===== src/rtl/audio_mix_sat.sv =====
// Time-multiplexed audio mixer: snapshots NUM_CH channels on request, accumulates one
// attenuated channel per clock, then emits one saturated (or wrapped) signed sample.
module audio_mix_sat #(
   parameter int NUM_CH   = 4,
   parameter int IN_W     = 16,
   parameter int OUT_W    = 16,
   parameter bit SATURATE = 1'b1
) (
   input  logic                     clk_sys,
   input  logic                     reset_n,
   input  logic                     sample_req,
   input  logic [NUM_CH*IN_W-1:0]   ch_data,
   input  logic [NUM_CH-1:0]        ch_unsigned,
   input  logic [NUM_CH*3-1:0]      ch_atten,
   output logic signed [OUT_W-1:0]  audio_out,
   output logic                     out_valid,
   output logic                     clip,
   output logic                     busy,
   output logic                     overrun
);

   localparam int ACC_W = IN_W + 1 + $clog2(NUM_CH);
   localparam int IDX_W = (NUM_CH > 1) ? $clog2(NUM_CH) : 1;
   localparam logic [IDX_W-1:0] LAST_IDX = IDX_W'(NUM_CH - 1);

   localparam logic signed [ACC_W-1:0] OUT_MAX = {{(ACC_W-OUT_W+1){1'b0}}, {(OUT_W-1){1'b1}}};
   localparam logic signed [ACC_W-1:0] OUT_MIN = {{(ACC_W-OUT_W+1){1'b1}}, {(OUT_W-1){1'b0}}};

   localparam logic [1:0] S_IDLE = 2'd0;
   localparam logic [1:0] S_ACC  = 2'd1;
   localparam logic [1:0] S_SAT  = 2'd2;

   logic [1:0]                state_q, state_d;
   logic [IDX_W-1:0]          idx_q, idx_d;
   logic signed [ACC_W-1:0]   acc_q, acc_d;
   logic [NUM_CH*IN_W-1:0]    data_q, data_d;
   logic [NUM_CH-1:0]         uns_q, uns_d;
   logic [NUM_CH*3-1:0]       atten_q, atten_d;
   logic [OUT_W-1:0]          audio_q, audio_d;
   logic                      valid_q, valid_d;
   logic                      clip_q, clip_d;
   logic                      busy_q, busy_d;
   logic                      overrun_q, overrun_d;

   logic signed [ACC_W-1:0]   term [NUM_CH];
   logic signed [ACC_W-1:0]   term_sel;
   logic                      over_hi, over_lo;

   // Per-channel term from the snapshot: extend to IN_W+1 signed, shift (floor), or mute.
   genvar gi;
   generate
      for (gi = 0; gi < NUM_CH; gi++) begin : g_term
         logic [2:0]          att;
         logic signed [IN_W:0] ext;
         logic signed [IN_W:0] shifted;
         assign att     = atten_q[gi*3 +: 3];
         assign ext     = uns_q[gi] ? $signed({1'b0, data_q[gi*IN_W +: IN_W]})
                                    : $signed({data_q[gi*IN_W+IN_W-1], data_q[gi*IN_W +: IN_W]});
         assign shifted = ext >>> att;
         assign term[gi] = (att == 3'd7) ? '0 : ACC_W'(shifted);
      end
   endgenerate

   assign term_sel = term[idx_q];
   assign over_hi  = acc_q > OUT_MAX;
   assign over_lo  = acc_q < OUT_MIN;

   always_comb begin
      state_d   = state_q;
      idx_d     = idx_q;
      acc_d     = acc_q;
      data_d    = data_q;
      uns_d     = uns_q;
      atten_d   = atten_q;
      audio_d   = audio_q;
      clip_d    = clip_q;
      valid_d   = 1'b0;
      overrun_d = 1'b0;
      case (state_q)
         S_IDLE: begin
            if (sample_req) begin
               data_d  = ch_data;
               uns_d   = ch_unsigned;
               atten_d = ch_atten;
               acc_d   = '0;
               idx_d   = '0;
               state_d = S_ACC;
            end
         end
         S_ACC: begin
            overrun_d = sample_req;
            acc_d     = acc_q + term_sel;
            idx_d     = idx_q + IDX_W'(1);
            if (idx_q == LAST_IDX) state_d = S_SAT;
         end
         S_SAT: begin
            overrun_d = sample_req;
            clip_d    = over_hi | over_lo;
            if (SATURATE && over_hi)      audio_d = OUT_MAX[OUT_W-1:0];
            else if (SATURATE && over_lo) audio_d = OUT_MIN[OUT_W-1:0];
            else                          audio_d = acc_q[OUT_W-1:0];
            valid_d   = 1'b1;
            state_d   = S_IDLE;
         end
         default: state_d = S_IDLE;
      endcase
      // Busy stays up through the cycle that presents the result.
      busy_d = (state_d != S_IDLE) || (state_q == S_SAT);
   end

   always_ff @(posedge clk_sys or negedge reset_n) begin
      if (!reset_n) begin
         state_q   <= S_IDLE;
         idx_q     <= '0;
         acc_q     <= '0;
         data_q    <= '0;
         uns_q     <= '0;
         atten_q   <= '0;
         audio_q   <= '0;
         clip_q    <= 1'b0;
         valid_q   <= 1'b0;
         busy_q    <= 1'b0;
         overrun_q <= 1'b0;
      end else begin
         state_q   <= state_d;
         idx_q     <= idx_d;
         acc_q     <= acc_d;
         data_q    <= data_d;
         uns_q     <= uns_d;
         atten_q   <= atten_d;
         audio_q   <= audio_d;
         clip_q    <= clip_d;
         valid_q   <= valid_d;
         busy_q    <= busy_d;
         overrun_q <= overrun_d;
      end
   end

   assign audio_out = audio_q;
   assign out_valid = valid_q;
   assign clip      = clip_q;
   assign busy      = busy_q;
   assign overrun   = overrun_q;

endmodule

===== config.mk =====
export PLATFORM = sky130hd
export DESIGN_NAME = audio_mix_sat
export DESIGN_NICKNAME = d
export VERILOG_FILES = /design/src/rtl/audio_mix_sat.sv
export SDC_FILE = /design/constraint.sdc
export NUM_CORES = 1
export LEC_CHECK = 0
export ABC_AREA = 0
export BUFFER_PORTS_ARGS = -buffer_cell sky130_fd_sc_hd__buf_2
export CORE_ASPECT_RATIO = 0.6
export CORE_MARGIN = 4
export CORE_UTILIZATION = 50
export CTS_BUF_LIST = sky130_fd_sc_hd__clkbuf_4 sky130_fd_sc_hd__clkbuf_8 sky130_fd_sc_hd__clkbuf_16
export CTS_CLUSTER_SIZE = 25
export DETAILED_ROUTE_END_ITERATION = 10
export PLACE_DENSITY = 0.77
export SYNTH_ARGS = -nofsm -noshare
export SYNTH_HDL_FRONTEND = slang
export SYNTH_SLANG_ARGS = --single-unit

===== constraint.sdc =====
create_clock -name clk_sys -period 10.45 [get_ports clk_sys]
set_input_delay 1.045 -clock clk_sys [delete_from_list [all_inputs] [get_ports clk_sys]]
set_output_delay 1.045 -clock clk_sys [all_outputs]
set_load 0.01 [all_outputs]

Word level (Yosys, flattened, before mapping)
Cells that the tools add are included.
{ "word_totals": {"register_bits": 123, "in_bits": 83, "out_inout_bits": 20, "elab_cells": 59} }
{ "classes": {"addsub": 2, "magnitude_cmp": 3, "eq_ne": 8, "shift": 4, "n_mux": 22, "bitwise_logic": 2, "n_reduce_logical": 7} }
{ "op_table": {"columns": ["operator", "count"], "rows": [
  ["19-bit two-way mux", 7],
  ["17-bit two-way mux", 4],
  ["17-bit by 3-bit >>> shifter with 17-bit output", 4],
  ["19-bit binary-select mux with 2-bit select", 1],
  ["19-bit case mux with 2 select lines", 1],
  ["16-bit two-way mux", 2],
  ["19-bit adder", 1],
  ["19-bit by 16-bit greater-than comparator with 1-bit output, second input constant", 1],
  ["19-bit by 16-bit less-than comparator with 1-bit output, second input constant", 1],
  ["3-bit equality test, second input constant", 4],
  ["2-bit case mux with 2 select lines", 2],
  ["2-bit two-way mux", 3],
  ["2-bit equality test, second input constant", 2],
  ["2-bit AND reduction", 2],
  ["2-bit nonzero test", 2],
  ["3-bit greater-or-equal comparator, second input constant", 1],
  ["2-bit NOT with 3-bit output", 1],
  ["2-bit by 1-bit adder with 2-bit output, second input constant", 1],
  ["2-bit by 1-bit equality test with 1-bit output, second input constant", 1],
  ["2-bit logical NOT", 1],
  ["1-bit two-way mux", 2],
  ["2-bit != test, second input constant", 1],
  ["2-bit OR reduction", 1],
  ["1-bit logical OR", 1],
  ["1-bit bitwise OR", 1]
]} }

Longest topological paths before layout
{ "logic_depth": {"word_depth": 8, "mapped_depth": 18, "mapped_depth_nobuf": 16} }

Worst setup path after synthesis
No wires, ideal clock.
{ "synth_timing": {"path_kind": "flip-flop to flip-flop", "startpoint": "reg atten_q[1]", "endpoint": "reg acc_q[16]", "setup_ps": 123, "arrival_time_ps": 3451, "required_time_ps": 10327, "setup_slack_ps": 6876, "path_stages_with_launch": 18, "n_path_buf": 2, "period_less_slack_ps": 3574, "path_cell_list": "dfrtp_1 -> clkbuf_1 -> buf_2 -> mux2i_1 -> mux4_2 -> o22ai_1 -> o21a_1 -> ha_1 -> inv_1 -> fa_1 -> nor2b_1 -> o21a_1 -> a311o_2 -> a41oi_4 -> o21ai_2 -> a221oi_2 -> xor2_1 -> o21ai_1"} }
{ "synth_via": {"elab_chain_len": 7, "word_cells_on_any_way": 8, "classes_between": "add/sub: 1; eq/ne: 1; shift: 1; mux: 5"} }
{ "synth_lines": {"columns": ["item", "line_no", "source"], "rows": [
  ["start: declaration", "38", "logic [NUM_CH*3-1:0] atten_q, atten_d;"],
  ["start signal: assignment", "130", "atten_q <= atten_d;"],
  ["17-bit by 3-bit >>> shifter with 17-bit output or 3-bit equality test (tied branches)", "59, 60", null],
  ["19-bit two-way mux *", "60", "assign term[gi] = (att == 3'd7) ? '0 : ACC_W'(shifted);"],
  ["19-bit binary-select mux with 2-bit select *", "64", "assign term_sel = term[idx_q];"],
  ["19-bit two-way mux (not written as such) * (2 in series)", "64", null],
  ["19-bit adder *", "92", "acc_d = acc_q + term_sel;"],
  ["19-bit case mux with 2 select lines *", "79", "case (state_q)"],
  ["end signal: assignment", "115", "acc_q <= '0;"],
  ["end signal: assignment", "127", "acc_q <= acc_d;"],
  ["end: declaration", "35", "logic signed [ACC_W-1:0] acc_q, acc_d;"]
]} }
Every way passes the cells marked *; elsewhere a longest branch is shown, timed or not. The select of a mux whose other input is x is not followed.
A chain may end at the register's enable or synchronous reset.

Final worst setup path
{ "layout_timing": {"startpoint": "reg atten_q[7]", "endpoint": "reg acc_q[16]"} }
The elaborated chain is that of the path after synthesis.

==> flow_summary.toml <==
[floorplan]
die_x_um = 171
fp.dieH_um = 106
num_rows = 35
boundaryPins = 103
dieArea_um2 = 18200
start_util = 0.516
core_um2 = 15500

[synthesis]
ys.flop_type = "dfrtp_1"
netlist_instances = 822
synth-warning-count = 0
synth_edf_count = 0
syn-num-nets = 929
ys_types = 51
ys_seq_area_frac = 0.384
synth_area_um2 = 8010
synth-seq-cells = 123
synth.avg_cell_area_um2 = 9.74
async_flop_share = 1.00

[cts]
cts_setup_buffers = 0
path_clk_slew_ns = 0.06
cts_tree = "yes"
numCtsBuffers = 17
clockRootBuffer = "clkbuf_16"
cts_num_sinks = 123
cts_buffer_depth = 2
clk_latency_ns = 0.42
cts_resized = 0
hold_buffers = 0
cts-htree-levels = 4

[grt]
grt_max_degree = 74
grt_pass1_vias = 6086
grt_pass1_wl_um = 32100
grt_overflow_total = 0
antenna_found_initial = 0
grt_usage = 0.219

[critical_path]
r2r-start = "atten_q[7]$_DFFE_PN0P_"
endpoint_kind = "flop"
rr_worst_depth = 13
crit_type = "flop to flop"
cp_data_arrival_time_ns = 4.60
required_ns = 10.72
cp-startpoint = "atten_q[7]$_DFFE_PN0P_"
crit_path_start_kind = "flop"
crit_fanout = 24

[sta]
fin_skew_ns = 0.00995
tightestPinTransition_ns = 1.17
finalCritPeriodShare = 0.414
slew_violations = 0
min_period_ns = 4.33
setup_viol_count_final = 0
setup_tns_ns = 0
clock.fmax_ghz = 0.231
hold_viol = 0
worst_slack_ns = 6.12
slew_headroom = 0.215
rsz0062_at_grt = "false"
whs_ns = 0.495

[route]
postRouteAntennaNets = 0
via_count = 6633
drc_errors = 0
wl_per_cell_um = 18.0
drt_iter0_markers = 609
drt-vias-per-instance = 5.99
routed_wl_um = 20000
firstDrtPassIters = 5

[min_path]
hold_path_depth = 1
hp-start = "clip$_DFFE_PN0P_"
hp-class = "flop to flop"

[cells_and_area]
diodes = 0
finalInstanceArea_um2 = 9200
layout_commonest_cell = "dfrtp_1"
syn_to_final_growth_pct = 14.9
layout_common_cells = "123 x dfrtp_1, 101 x buf_2, 86 x mux2_2, 66 x nand2_1, 55 x a21oi_1"
nets = 998
drive_gt1_frac = 0.264

[place]
place_area_um2 = 8580
io_buffers = 102
gp_congestion = 0.941
place_hpwl_um = 14600
dp_slack_ns = 6.27

[run_status]
status = "finished clean"

[run]
drv_cap = 0
[cell usage after synthesis, types with 3 or more instances]
cell	number	area, um2
dfrtp_1	123	3080
mux2_2	86	968
nand2_1	67	251
a21oi_1	55	275
mux2i_1	50	500
nor2_1	42	158
clkbuf_1	41	154
o21ai_0	41	205
inv_1	35	131
o22ai_1	30	188
o21a_1	24	180
ha_1	23	288
and2_1	20	125
a31oi_1	16	100
a211oi_1	15	113
nand2b_1	14	87.6
o221ai_1	13	114
mux4_2	11	248
nor2b_1	11	68.8
nand3_1	10	50.1
and3_1	8	50.1
buf_1	8	30.0
nor3_1	8	40.0
xnor2_1	8	70.1
xor2_1	8	70.1
a21o_1	7	52.6
a22o_1	5	43.8
o211ai_1	5	37.5
a311oi_1	4	35.0
buf_2	4	20.0
o311ai_0	3	26.3
[routing by layer]
metal / GRT usage / up-vias / part of all wire
li1: - / 3161 / -
met1: 0.350 / 3182 / 0.50
met2: 0.298 / 271 / 0.41
met3: 0.0517 / 19 / 0.083
met4: 0.0447 / 0 / 0.0089
met5: 0 / - / 0
[kinds of logic after synthesis]
group,count (synthesis),synth area share
muxes,147,0.214
buffers and inverters,90,0.0444
DFF,123,0.384
and+or+nand+nor,188,0.111
adders and majority gates,24,0.0384
AOI/OAI and AO/OA,234,0.190
xor gates and xnor gates,16,0.0175
[worst max-delay path: stages (launching register included)]
cell,delay (ns)
dfrtp_1,0.92
mux2i_1,0.27
mux4_2,0.53
o221ai_1,0.34
o21a_1,0.18
ha_1,0.25
nor2b_1,0.15
o21a_1,0.18
a311o_2,0.44
a41oi_4,0.29
o21ai_2,0.11
a221oi_2,0.28
xor2_1,0.16
o21ai_1,0.07
[layout make-up]
type | count | area (um2)
fillers | 1364 | 6300
repair buffers | 105 | 536
clock buffers | 22 | 482
well taps | 203 | 254
inverters | 35 | 131
multi-input cells | 609 | 4580
flip-flops and latches | 123 | 3080
clock inverters | 10 | 139
[sequential cells by signal (all words and copies together), names as in the netlist, 2 cells and up]
| name | flops |
|---|---|
| uns_q | 4 |
| acc_q | 19 |
| atten_q | 12 |
| data_q | 64 |
| audio_out | 16 |
| idx_q | 2 |
| state_q | 2 |
[metrics by stage]
stage                     utilization  cells
after global routing            0.593   1107
after floorplan                     -    822
after detailed placement        0.553   1075
after CTS                       0.593   1107
after global placement          0.553   1075
final                           0.593   1107
[final timing paths]
path / endpoint / slack (ns)
max: acc_q[16]$_DFFE_PN0P_ / 6.12
max reg2reg: acc_q[16]$_DFFE_PN0P_ / 6.12
min reg2reg: clip$_DFFE_PN0P_ / 0.50
max in group asynchronous: data_q[53]$_DFFE_PN0P_ / 8.50
min in group asynchronous: audio_out[6]$_DFFE_PN0P_ / 0.68
min: clip$_DFFE_PN0P_ / 0.50
Power is left out: the tool's default activity adds up to more than one toggle a clock period on the data nets, which glitch-free logic cannot reach.
